[src/rtl/idx_pkg.sv]
// Shared definitions for the nested-loop index counter bank.
// State encoding, default geometry and the digit-select width helper.
package idx_pkg;

    typedef enum logic {
        ST_IDLE = 1'b0,
        ST_RUN  = 1'b1
    } state_e;

    localparam int W_DEF   = 6;
    localparam int NCH_DEF = 2;

    // Digit select needs at least one bit even for a single-digit bank.
    function automatic int sel_w(input int nch);
        return (nch <= 1) ? 1 : $clog2(nch);
    endfunction

endpackage

[src/rtl/idx_counter_bank_if.sv]
// Control/status bundle between the core FSM and the index counter bank.
// The bank drives the slave side; the controller drives the master side.
interface idx_counter_bank_if #(
    parameter int W   = idx_pkg::W_DEF,
    parameter int NCH = idx_pkg::NCH_DEF
);
    localparam int SW = idx_pkg::sel_w(NCH);

    logic             start_i;
    logic             clr_i;
    logic             adv_i;
    logic             ld_en_i;
    logic [SW-1:0]    ld_sel_i;
    logic [W-1:0]     ld_val_i;
    logic [NCH*W-1:0] limit_i;
    logic [NCH*W-1:0] idx_o;
    logic [NCH-1:0]   wrap_o;
    logic             last_o;
    logic             busy_o;
    logic             done_o;

    modport slave (
        input  start_i, clr_i, adv_i, ld_en_i, ld_sel_i, ld_val_i, limit_i,
        output idx_o, wrap_o, last_o, busy_o, done_o
    );

    modport master (
        output start_i, clr_i, adv_i, ld_en_i, ld_sel_i, ld_val_i, limit_i,
        input  idx_o, wrap_o, last_o, busy_o, done_o
    );
endinterface

[src/rtl/idx_digit.sv]
// One index digit: clear, saturating load and increment-on-carry with wrap at limit.
// Next value registered in one cycle; no backpressure, acts on the cycle's controls.
module idx_digit
    import idx_pkg::*;
#(
    parameter int W = W_DEF
) (
    input  logic         clk,
    input  logic         rstn,
    input  logic         clr,
    input  logic         ld_en,
    input  logic [W-1:0] ld_val,
    input  logic [W-1:0] limit,
    input  logic         cin,
    output logic [W-1:0] idx,
    output logic         at_limit,
    output logic         carry_out
);

    logic [W-1:0] idx_q, idx_d;

    assign at_limit  = (idx_q == limit);
    assign carry_out = cin & at_limit;
    assign idx       = idx_q;

    always_comb begin
        idx_d = idx_q;
        if (clr) begin
            idx_d = '0;
        end else if (ld_en) begin
            idx_d = (ld_val > limit) ? limit : ld_val;
        end else if (cin) begin
            // idx_q never exceeds limit, so the increment cannot overflow.
            idx_d = at_limit ? '0 : idx_q + W'(1);
        end
    end

    always_ff @(posedge clk or negedge rstn) begin
        if (!rstn) begin
            idx_q <= '0;
        end else begin
            idx_q <= idx_d;
        end
    end

endmodule

[src/rtl/idx_counter_bank.sv]
// Nested-loop index generator: NCH chained digits stepped by adv_i, done pulse on final tuple.
// One tuple per cycle with adv_i held; clr_i > ld_en_i > adv_i; wrap/last are registered-state only.
module idx_counter_bank
    import idx_pkg::*;
#(
    parameter int W   = W_DEF,
    parameter int NCH = NCH_DEF
) (
    input logic               clk,
    input logic               rstn,
    idx_counter_bank_if.slave bus
);

    state_e           state_q, state_d;
    logic [NCH*W-1:0] lim_q, lim_d;
    logic             done_q, done_d;
    logic             clr_all;
    logic             ld_any;
    logic             step;

    logic [NCH*W-1:0] idx;
    logic [NCH-1:0]   at_lim;
    logic [NCH-1:0]   wrap;
    logic [NCH-1:0]   cin;
    logic [NCH-1:0]   cout;
    logic             unused_cout_top;

    assign unused_cout_top = cout[NCH-1];

    for (genvar k = 0; k < NCH; k++) begin : g_dig
        logic ld_k;
        // Selects at or above NCH never match a digit and are dropped.
        assign ld_k = ld_any && (int'(bus.ld_sel_i) == k);

        if (k == 0) begin : g_c0
            assign cin[k] = step;
        end else begin : g_cn
            assign cin[k] = cout[k-1];
        end

        idx_digit #(.W(W)) u_dig (
            .clk       (clk),
            .rstn      (rstn),
            .clr       (clr_all),
            .ld_en     (ld_k),
            .ld_val    (bus.ld_val_i),
            .limit     (lim_q[k*W +: W]),
            .cin       (cin[k]),
            .idx       (idx[k*W +: W]),
            .at_limit  (at_lim[k]),
            .carry_out (cout[k])
        );
    end

    always_comb begin
        wrap[0] = at_lim[0];
        for (int k = 1; k < NCH; k++) begin
            wrap[k] = wrap[k-1] & at_lim[k];
        end
    end

    always_comb begin
        state_d = state_q;
        lim_d   = lim_q;
        done_d  = 1'b0;
        clr_all = 1'b0;
        ld_any  = 1'b0;
        step    = 1'b0;
        case (state_q)
            ST_IDLE: begin
                if (bus.start_i && !bus.clr_i) begin
                    lim_d   = bus.limit_i;
                    clr_all = 1'b1;
                    state_d = ST_RUN;
                end
            end
            ST_RUN: begin
                if (bus.clr_i) begin
                    clr_all = 1'b1;
                    state_d = ST_IDLE;
                end else if (bus.ld_en_i) begin
                    ld_any = 1'b1;
                end else if (bus.adv_i) begin
                    if (wrap[NCH-1]) begin
                        clr_all = 1'b1;
                        done_d  = 1'b1;
                        state_d = ST_IDLE;
                    end else begin
                        step = 1'b1;
                    end
                end
            end
            default: state_d = ST_IDLE;
        endcase
    end

    always_ff @(posedge clk or negedge rstn) begin
        if (!rstn) begin
            state_q <= ST_IDLE;
            lim_q   <= '0;
            done_q  <= 1'b0;
        end else begin
            state_q <= state_d;
            lim_q   <= lim_d;
            done_q  <= done_d;
        end
    end

    assign bus.idx_o  = idx;
    assign bus.wrap_o = wrap;
    assign bus.last_o = wrap[NCH-1];
    assign bus.busy_o = (state_q == ST_RUN);
    assign bus.done_o = done_q;

endmodule

[src/flat_wrapper.sv]
// flat-port wrapper written by rule: the top's interface ports become plain ports
module idx_counter_bank_flat import idx_pkg::*;
#(
    parameter int W   = W_DEF,
    parameter int NCH = NCH_DEF
)
  (clk, rstn, bus_start_i, bus_clr_i, bus_adv_i, bus_ld_en_i, bus_ld_sel_i, bus_ld_val_i, bus_limit_i, bus_idx_o, bus_wrap_o, bus_last_o, bus_busy_o, bus_done_o);
  idx_counter_bank_if #(.W(W), .NCH(NCH)) bus_i ();
  input logic clk;
  input logic rstn;
  input wire logic [$bits(bus_i.start_i)-1:0] bus_start_i;
  input wire logic [$bits(bus_i.clr_i)-1:0] bus_clr_i;
  input wire logic [$bits(bus_i.adv_i)-1:0] bus_adv_i;
  input wire logic [$bits(bus_i.ld_en_i)-1:0] bus_ld_en_i;
  input wire logic [$bits(bus_i.ld_sel_i)-1:0] bus_ld_sel_i;
  input wire logic [$bits(bus_i.ld_val_i)-1:0] bus_ld_val_i;
  input wire logic [$bits(bus_i.limit_i)-1:0] bus_limit_i;
  output wire logic [$bits(bus_i.idx_o)-1:0] bus_idx_o;
  output wire logic [$bits(bus_i.wrap_o)-1:0] bus_wrap_o;
  output wire logic [$bits(bus_i.last_o)-1:0] bus_last_o;
  output wire logic [$bits(bus_i.busy_o)-1:0] bus_busy_o;
  output wire logic [$bits(bus_i.done_o)-1:0] bus_done_o;
  assign bus_i.start_i = bus_start_i;
  assign bus_i.clr_i = bus_clr_i;
  assign bus_i.adv_i = bus_adv_i;
  assign bus_i.ld_en_i = bus_ld_en_i;
  assign bus_i.ld_sel_i = bus_ld_sel_i;
  assign bus_i.ld_val_i = bus_ld_val_i;
  assign bus_i.limit_i = bus_limit_i;
  assign bus_idx_o = bus_i.idx_o;
  assign bus_wrap_o = bus_i.wrap_o;
  assign bus_last_o = bus_i.last_o;
  assign bus_busy_o = bus_i.busy_o;
  assign bus_done_o = bus_i.done_o;
  idx_counter_bank #(.W(W), .NCH(NCH)) u_core (.clk(clk), .rstn(rstn), .bus(bus_i));
endmodule
[config.mk]
export PLATFORM = sky130hd
export DESIGN_NAME = idx_counter_bank_flat
export DESIGN_NICKNAME = d
export VERILOG_FILES = /design/src/rtl/idx_pkg.sv /design/src/rtl/idx_counter_bank_if.sv /design/src/rtl/idx_digit.sv /design/src/rtl/idx_counter_bank.sv /design/src/flat_wrapper.sv
export SDC_FILE = /design/constraint.sdc
export NUM_CORES = 1
export LEC_CHECK = 0
export CORE_UTILIZATION = 35
export DETAILED_ROUTE_END_ITERATION = 8
export PLACE_DENSITY = 0.55
export SYNTH_ARGS = -nofsm -noshare
export SYNTH_HDL_FRONTEND = slang
export SYNTH_HIERARCHICAL = 1
export SYNTH_SLANG_ARGS = --single-unit
[constraint.sdc]
create_clock -name clk -period 5.1 [get_ports clk]
set_input_delay 1.53 -clock clk [delete_from_list [all_inputs] [get_ports clk]]
set_output_delay 1.53 -clock clk [all_outputs]
set_load 0.01 [all_outputs]
==> results of run 1 <==
-- critical path: stages, from the launching register on --
cell             delay (ns)
dfrtp_1                0.46
xnor2_1                0.21
nand4_1                0.15
nor3_2                 0.45
and2_1                 0.28
clkdlybuf4s50_1        0.56
-- cell type report --
type	count	area, sq um	area share
timing repair buffer	42	418	0.153
clock buffer	4	55.1	0.0202
tap	75	93.8	0.0344
multi-input combinational	180	1450	0.530
inverter	18	67.6	0.0247
sequential	26	651	0.238
-- cell usage after synthesis (5+ instances only) --
library cell	number
nor2b_1	7
xor2_1	8
nand2_1	10
inv_1	18
ha_1	14
nor2_1	12
nand3_1	20
dfrtp_1	26
xnor2_1	12
mux2_2	12
mux2i_1	12
and2_1	5
-- layer usage --
metal / vias up / GRT usage / share of wire
li1: 933 / - / -
met1: 890 / 0.255 / 0.51
met2: 46 / 0.267 / 0.45
met3: 4 / 0.0247 / 0.033
met4: 0 / 0.0321 / 0.0082
met5: - / 0 / 0
-- metrics by stage --
step / cell area [sq um] / utilization
6_report: 2730 / 0.456
5_1_grt: 2730 / 0.456
4_1_cts: 2730 / 0.456
3_5_place_dp: 2680 / 0.447
3_3_place_gp: 2680 / 0.447
2_1_floorplan: 2190 / -
-- cell families (layout without fill, tap and decap cells) --
group,Yosys count,after routing
flops,26,26
buf+inv,21,64
mux,24,24
xor+xnor,20,20
fa+ha+maj,14,14
compound gates,38,38
simple gates,84,84
-- registers in the layout (all words and copies together), names as in the netlist --
register,flops
u_core/lim_q,12
u_core/bus.done_o,1
u_core/bus.busy_o,1
u_core/g_dig.u_dig/idx,12
-- path summary, 6_finish.rpt --
| check | end | slack [ns] |
|---|---|---|
| worst min register to register | u_core/g_dig[1].u_dig/idx[5] | 0.60 |
| worst min-delay path | u_core/g_dig[1].u_dig/idx[5] | 0.60 |
| worst max register to register | u_core/g_dig[0].u_dig/idx[5] | 2.19 |
| worst max-delay path | bus_last_o | 1.19 |
| min in group asynchronous | u_core/lim_q[11] | 1.62 |
| max in group asynchronous | u_core/g_dig[0].u_dig/idx[2] | 3.22 |
-- power by group through the flow --
| stage | registers (mW) | clock network (mW) | logic (mW) |
|---|---|---|---|
| CTS | 0.268 | 0.149 | 0.246 |
| floorplan | 0.262 | 0 | 0.174 |
| detailed placement | 0.273 | 0 | 0.244 |
| global route | 0.273 | 0.155 | 0.270 |
| finish | 0.269 | 0.140 | 0.245 |
| global placement | 0.272 | 0 | 0.243 |
==> impl_results.md, run 1 <==
- Clock transition at path regs: roughly 0.1 ns
- Die height: a little over 80 microns
- Total Wirelength: ~5400 microns
- Flop pwr share: 0.411
- Vias in the first global route: between 1.5k and 2k
- Most common cell after layout, fill and taps aside: clkdlybuf4s50_1
- Synth Area in Simple Gates: 0.226
- Compound-Gate Fraction of Synth Area: 0.158
- Final #Nets: a little over 300
- CTS tree: done
- Crit. Startpoint: u_core/lim_q[4]
- Largest net degree at the start of global routing: 27
- Period utilization: 0.767
- CTS buffer count: 3
- Fillers: between 500 and 600
- Mux cell area share after synthesis: 0.117
- Ports: 42
- Drt drc: 0
- Routed WL per cell: 15.6 microns
- Total Routing Usage GR: 0.173
- Synth unique cells: between 40 and 50
- First DRT Iteration DRCs: 81
- IR Drop Worst-Case VDD: 0.119 mV
- CTS Sinks: 26
- Initial antenna violation count: 0
- Adder-Cell Fraction of Synth Area: 0.0800
- Num rows: 28
- FF-to-FF path depth: 9
- Asr flop ratio synth: 1.00
- Combinational Power Share: 0.375
- Finished Layout Cells: 345
- Via Count: roughly 1.9k
- Min cycle time layout: 3.91 ns
- Die Area: approximately 6600 sq um
- Synthesized instance count: between 200 and 250
- Post-CTS Resized: 0
- PortBufs: 41
- Min Hold Slack: between 0.5 and 0.6 ns
- Top FF cell, synth: dfrtp_1
- Antenna diode count: 0
- EDFF count, synth: 0
- HP Class: reg2reg
- Hold Fails Final Rpt: 0
- Syn Area/Cell: between 9 and 10 sq um
- Power Total: 0.654 mW
- Final worst setup slack: between 1 and 1.5 ns
- Dominant cells by area after synthesis: dfrtp_1 (30%), ha_1 (8.0%), mux2_2 (6.2%)
- Leak Pwr: 1.08 nW
- GPL Wtd Cong: between 0.8 and 0.9
- Hold_buf cts: 0
- DP HPWL: about 4200 microns
- Setup bufs post-CTS: 0
- Syn nets: 266
- Area share of the largest cell type after synthesis: 0.297
- Synth-to-Final Area Change: 24.7%
- Die W: 81.1 microns
- Clock power frac: 0.214
- Crit end category: primary output
- Fraction of layout cells with a size suffix above 1: 0.111
- Sw frac: 0.360
- Max Root-Sink Buffers: 2
- TNS Setup: 0 ns
- Flops & latches, synth: 26
- Fmax: 0.256 GHz
- CP Launch Type: register
- Final setup fails: 0
- PwrDens: 239 nW/um^2
- First-pass GRT wire length: approximately 8700 microns
- RSZ-0062 raised after global routing: false
- Reg2Reg Launch Point: u_core/lim_q[4]
- Placement Setup Slack: 1.15 ns
- Clk_lat worst skew: ~0.28 ns
- Maxcap violations: 0
- CP arrival: around 2.4 ns
- Placeable Area: 5990 sq um
- Top cell type by total area after synthesis: dfrtp_1
- Placed cell count: 341
- Largest family of logic cells by synthesized area: simple AND/OR/NAND/NOR gates
- First drt pass iteration count: 4
- Grt ovf: 0
- WS Path Type: reg2out
- Min-delay src: u_core/g_dig[1].u_dig/idx[5]
- Post-synthesis xor/xnor area fraction: 0.0800
- Skew final: just over 0.005 ns
- Hold Crit Depth: 1
- Root buf cell: clkbuf_8
- CP Data Required Time: 3.57 ns
- Via density: roughly 5.4
- Seq/Total Area, Yosys: 0.297
- H-tree levels: 1
- Number of synthesis warnings: 6
- Switch Pwr: ~0.24 mW
- Antenna viol nets, final: 0
- Commonest cells after routing, fill and taps aside: clkdlybuf4s50_1 (41), dfrtp_1 (26), nand3_1 (20)
- Internal power: ~0.42 mW
- Worst-margin pin slew: 1.09 ns
- CP Max Fanout: 8
- Starting density of the core: 0.366
- Max-slew violations: 0
- Status: completed
- Slew margin rel.: 0.273
- Synthesized cell area: ~2200 sq um
No activity file was read; power rests on OpenSTA's default activity.
==> run 2, diff against run 1 <==
- PLACE_DENSITY: 0.55 -> 0.57
- clock period: 5.1 -> 3.1 ns (I/O delays scaled with it)
==> run 2 against run 1 <==
  * First-iteration DRC count shrank 32%
  * Worst setup slack worse by 1.0 ns
  * Clock skew is 0.0018 ns lower
  * Routed wire length increased by 1.7%
  * Sequential share of layout area down 1.3 points
  * Combinational power rose by 89%
  * Die area unchanged
  * Critical path type unchanged
  * Largest cell class unchanged
  * Highest routed layer unchanged
==> impl_results.md, run 2 (synthesized netlist as in run 1, its figures left out) <==
- Final setup fails: 0 (unchanged)
- Synth-to-Final Area Change: 32.8%
- CP max stage cell: clkdlybuf4s50_1
- CP top delay family: buffers and inverters
- CP Data Required Time: 2.17 ns (-1.40 ns)
- Max-slew violations: 0 (unchanged)
- Starting density of the core: 0.366 (unchanged)
- Max Root-Sink Buffers: 2 (unchanged)
- GPL Wtd Cong: 0.858 (+4.3%)
- Fraction of layout cells with a size suffix above 1: 0.195 (+0.0841)
- Die Area: 6580 sq um (unchanged)
- Total Wirelength: 5470 microns (+1.7%)
- Hold_buf cts: 0 (unchanged)
- Sw frac: 0.354 (-0.00591)
- Flop pwr share: 0.397 (-0.014)
- Via density: 5.28 (-2.8%)
- Status: completed
- Initial antenna violation count: 0 (unchanged)
- CTS buffer count: 3 (unchanged)
- Vias in the first global route: 1,904 (+12%)
- Antenna viol nets, final: 0 (unchanged)
- PortBufs: 41 (unchanged)
- CP Launch Type: register
- Clock transition at path regs: 0.09 ns (about the same)
- Period utilization: 0.938
- Routed WL per cell: 14.9 microns (-4.4%)
- Metal-1 WL: 2750 microns (-0.11%)
- TNS Setup: 0 ns (unchanged)
- Leak Pwr: 1.23 nW (+13%)
- Slew margin rel.: 0.565 (+0.292)
- Largest net degree at the start of global routing: 27 (unchanged)
- Switch Pwr: 0.386 mW (+64%)
- IR Drop Worst-Case VDD: 0.183 mV (+54%)
- Drt drc: 0 (unchanged)
- First-pass GRT wire length: 9180 microns (+5.6%)
- First drt pass iteration count: 5 (+1)
- Skew final: 0.00319 ns (-0.00184 ns)
- Combinational Power Share: 0.424 (+0.049)
- Die height: 81.1 microns (unchanged)
- Clock power frac: 0.179 (-0.035)
- H-tree levels: 1 (unchanged)
- Ports: 42 (unchanged)
- Critical path cell sequence: xnor2_1, nand4_1, nor3_2, buf_4, clkdlybuf4s50_1
- Commonest cells after routing, fill and taps aside: clkdlybuf4s50_1 (39), buf_4 (24), dfrtp_1 (23)
- First DRT Iteration DRCs: 55 (-32%)
- Die W: 81.1 microns (unchanged)
- Antenna diode count: 0 (unchanged)
- Grt ovf: 0 (unchanged)
- Root buf cell: clkbuf_8
- Worst-margin pin slew: 0.648 ns (-0.438 ns)
- Via Count: 1,937 (+3.4%)
- DP HPWL: 4440 microns (+5.3%)
- Placeable Area: 5990 sq um (unchanged)
- RSZ-0062 raised after global routing: false
- Crit end category: primary output
- WS Path Type: reg2out
- PwrDens: 374 nW/um^2 (+56%)
- Final #Nets: 333 (+7.4%)
- CP Max Fanout: 5 (-3)
- Met3 WL: 204 microns (+17%)
- Critical path buffers and inverters: 2 (+1)
- Total Routing Usage GR: 0.183 (+0.0104)
- Maxcap violations: 0 (unchanged)
- Top layer in use: met4
- CP arrival: 1.98 ns (-0.40 ns)
- HP Class: reg2reg
- Most common cell after layout, fill and taps aside: clkdlybuf4s50_1
- CTS tree: done
- Num rows: 28 (unchanged)
- CTS Sinks: 26 (unchanged)
- Fmax: about 0.34 GHz
- Internal power: 0.703 mW (+68%)
- Largest stage delay, worst path: 0.53 ns (-0.03 ns)
- Clk_lat worst skew: 0.27 ns (about the same)
- Min cycle time layout: about 2.9 ns
- Power Total: 1.09 mW (+66%)
- Hold Fails Final Rpt: 0 (unchanged)
- Routed wl met2: 2450 microns (+2.3%)
## run 2: power groups by stage
stage | clock [mW] | combinational (mW) | sequential, mW
floorplan | 0 | 0.286 | 0.430
global placement | 0 | 0.453 | 0.440
detailed placement | 0 | 0.455 | 0.439
CTS | 0.204 | 0.458 | 0.432
global route | 0.219 | 0.511 | 0.440
finish | 0.195 | 0.462 | 0.432
## run 2: stage by stage
step	worst slack (ns)	hold slack (ns)	utilization	instances	area (sq um)
after CTS	0.0901	0.595	0.479	364	2870
after global routing	0.0171	0.617	0.486	367	2910
final	0.192	0.584	0.486	367	2910
after global placement	0.0256	0.572	0.472	361	2830
after floorplan	0.576	0.545	-	227	2190
after detailed placement	0.0433	0.572	0.472	361	2830
## run 2: what timing repair did
action	4_1_cts	5_1_grt
gates resized for setup	0	7
setup endpoints to repair	0	3
buffers inserted	0	3
## run 2: worst register-to-register path, stage by stage, from the launching register on
cell	delay, ns
dfrtp_2	0.45
xnor2_1	0.16
nand4_1	0.15
nor3_2	0.25
buf_4	0.17
nand4b_1	0.13
a2bb2oi_1	0.50
nand2b_1	0.34
or3_1	0.15
mux2i_1	0.06
a211o_1	0.26
## run 2: final cells by class
type                            instances  area [sq um]
Tap cell                               75          93.8
Clock buffer                            3          41.3
Fill cell                             588          3080
Sequential cell                        26           654
Multi-Input combinational cell        180          1460
Inverter                               18          67.6
Timing Repair Buffer                   65           596
## run 2: path summary, 6_finish.rpt
path	slack, ns	to	start	cells after the start
max	0.19	bus_wrap_o[0]	u_core/lim_q[3]	5
max in group asynchronous	1.78	u_core/g_dig[0].u_dig/idx[2]	rstn	2
min in group asynchronous	1.03	u_core/lim_q[7]	rstn	2
min	0.58	u_core/g_dig[0].u_dig/idx[5]	u_core/g_dig[0].u_dig/idx[5]	1
min reg2reg	0.58	u_core/g_dig[0].u_dig/idx[5]	u_core/g_dig[0].u_dig/idx[5]	1
max reg2reg	0.37	u_core/g_dig[1].u_dig/idx[5]	u_core/lim_q[3]	10
## run 2: layer usage
| layer | track usage | vias up |
|---|---|---|
| li1 | - | 971 |
| met1 | 0.267 | 917 |
| met2 | 0.287 | 45 |
| met3 | 0.0213 | 4 |
| met4 | 0.0429 | 0 |
| met5 | 0 | - |
==> edit (settings of run 2) <==
`NCH_DEF`: 2 -> 4.
--- a/src/rtl/idx_pkg.sv
+++ b/src/rtl/idx_pkg.sv
@@ -8,7 +8,7 @@
     } state_e;
 
     localparam int W_DEF   = 6;
-    localparam int NCH_DEF = 2;
+    localparam int NCH_DEF = 4;
 
     // Digit select needs at least one bit even for a single-digit bank.
     function automatic int sel_w(input int nch);
Interface: changed (resized bus_idx_o, bus_ld_sel_i, bus_limit_i and bus_wrap_o); port bits go from 42 to 69. The function was not compared with the original's and may differ.
==> edit against run 2 <==
- the flow now finishes with violations (DRC)
- design area grew 110%
- area after synthesis grew 94%
- power grew 130%
- first-iteration DRC count grew to 3.0 times the old value
- wire length grew 130%
- sequential cell count grew 24
- setup slack lost 0.078 ns
- die area grew 91%
- critical endpoint is now u_core/g_dig[3].u_dig/idx[1]
- largest cell class unchanged
- largest power group unchanged
- highest routed layer unchanged
==> edit: results (changes against run 2) <==
.. list-table::
   :header-rows: 1

   * - Metric
     - Value
   * - Signal arrival time at the worst endpoint
     - 3.15 ns (+1.17 ns)
   * - Slew at the pin with the worst max-slew slack
     - 0.4122 ns (-0.2356 ns)
   * - Power Internal
     - 1.622 mW (+130%)
   * - Fill cells
     - 1112 (+89%)
   * - Clock sinks
     - 50 (+92%)
   * - Number of gates resized after CTS
     - 13 (+13)
   * - Routed wirelength normalized by instance count
     - 17.12 um (+15%)
   * - Worst slack at placement
     - 0.01677 ns (-0.02654 ns)
   * - Relative area of clock buffers and inverters in the final design
     - 0.02771 (+0.01351)
   * - Path class of the lowest-slack min-delay path
     - in2async
   * - Multi-input gate area in the final layout
     - 0.002854 mm^2 (+96%)
   * - Number of buffers created by CTS
     - 5 (+2)
   * - Multi-input gates
     - 350 (+94%)
   * - Most numerous cell types in the synthesized netlist
     - sky130_fd_sc_hd__dfrtp_1, sky130_fd_sc_hd__nand3_1, sky130_fd_sc_hd__inv_1
   * - GRT Overall Usage
     - 0.2179 (+0.03466)
   * - Via-to-Cell Ratio
     - 5.424 (+2.8%)
   * - Met1 demand-to-capacity share in global routing
     - 0.2832 (+0.01589)
   * - Main area contributors after synthesis
     - sky130_fd_sc_hd__dfrtp_1, sky130_fd_sc_hd__ha_1, sky130_fd_sc_hd__mux2_2, sky130_fd_sc_hd__mux2i_1, sky130_fd_sc_hd__xnor2_1
   * - Reg power frac
     - 0.328 (-0.069)
   * - Total instance count after detailed placement
     - 724 (+100%)
   * - Share of final-layout standard cells stronger than drive strength 1
     - 0.2616 (+0.06638)
   * - Failing checks
     - DRC
   * - Kind of cell adding the most delay to the critical path
     - simple AND/OR/NAND/NOR gates
   * - Final HPWL DP
     - 9867 um (+120%)
   * - Clock Tree Root
     - sky130_fd_sc_hd__clkbuf_16
   * - Core Footprint
     - 0.01161 mm^2 (+94%)
   * - Status
     - finished with violations
   * - Met2 Routed Length
     - 6278 um (+160%)
   * - Final estimated routing congestion in global placement
     - 0.8721 (+1.6%)
   * - Cell variety after synth
     - 45 (+4.7%)
   * - Synthesized netlist net count
     - 506 (+90%)
   * - Metal3 WL
     - 419 um (+110%)
   * - Worst-case clock skew
     - 0.01022 ns (+0.007024 ns)
   * - Standard cell with the maximum stage delay on the critical path
     - sky130_fd_sc_hd__dfrtp_1
   * - Remaining design rule violation count
     - 7 (+7)
   * - Detailed-routing iteration count for the pre-antenna-repair pass
     - 7 (+2)
## edit: cell count changes after synthesis, moves of 12 or more
cell and change:
sky130_fd_sc_hd__nand3_1 +20, sky130_fd_sc_hd__ha_1 +14, sky130_fd_sc_hd__dfrtp_1 +24, sky130_fd_sc_hd__nand2_1 +12, sky130_fd_sc_hd__xnor2_1 +12, sky130_fd_sc_hd__inv_1 +18, sky130_fd_sc_hd__mux2i_1 +12
## edit: final timing paths
check	start	endpoint	slack (ns)	cells after the start
worst max-delay path	u_core/lim_q[12]	u_core/g_dig[3].u_dig/idx[1]	0.11	13
worst min-delay path	rstn	u_core/lim_q[11]	0.41	1
worst max register to register	u_core/lim_q[12]	u_core/g_dig[3].u_dig/idx[1]	0.11	13
worst min register to register	u_core/g_dig[3].u_dig/idx[5]	u_core/g_dig[3].u_dig/idx[5]	0.60	1
max in group asynchronous	rstn	u_core/g_dig[0].u_dig/idx[4]	2.08	2
min in group clk	u_core/g_dig[3].u_dig/idx[5]	u_core/g_dig[3].u_dig/idx[5]	0.60	1
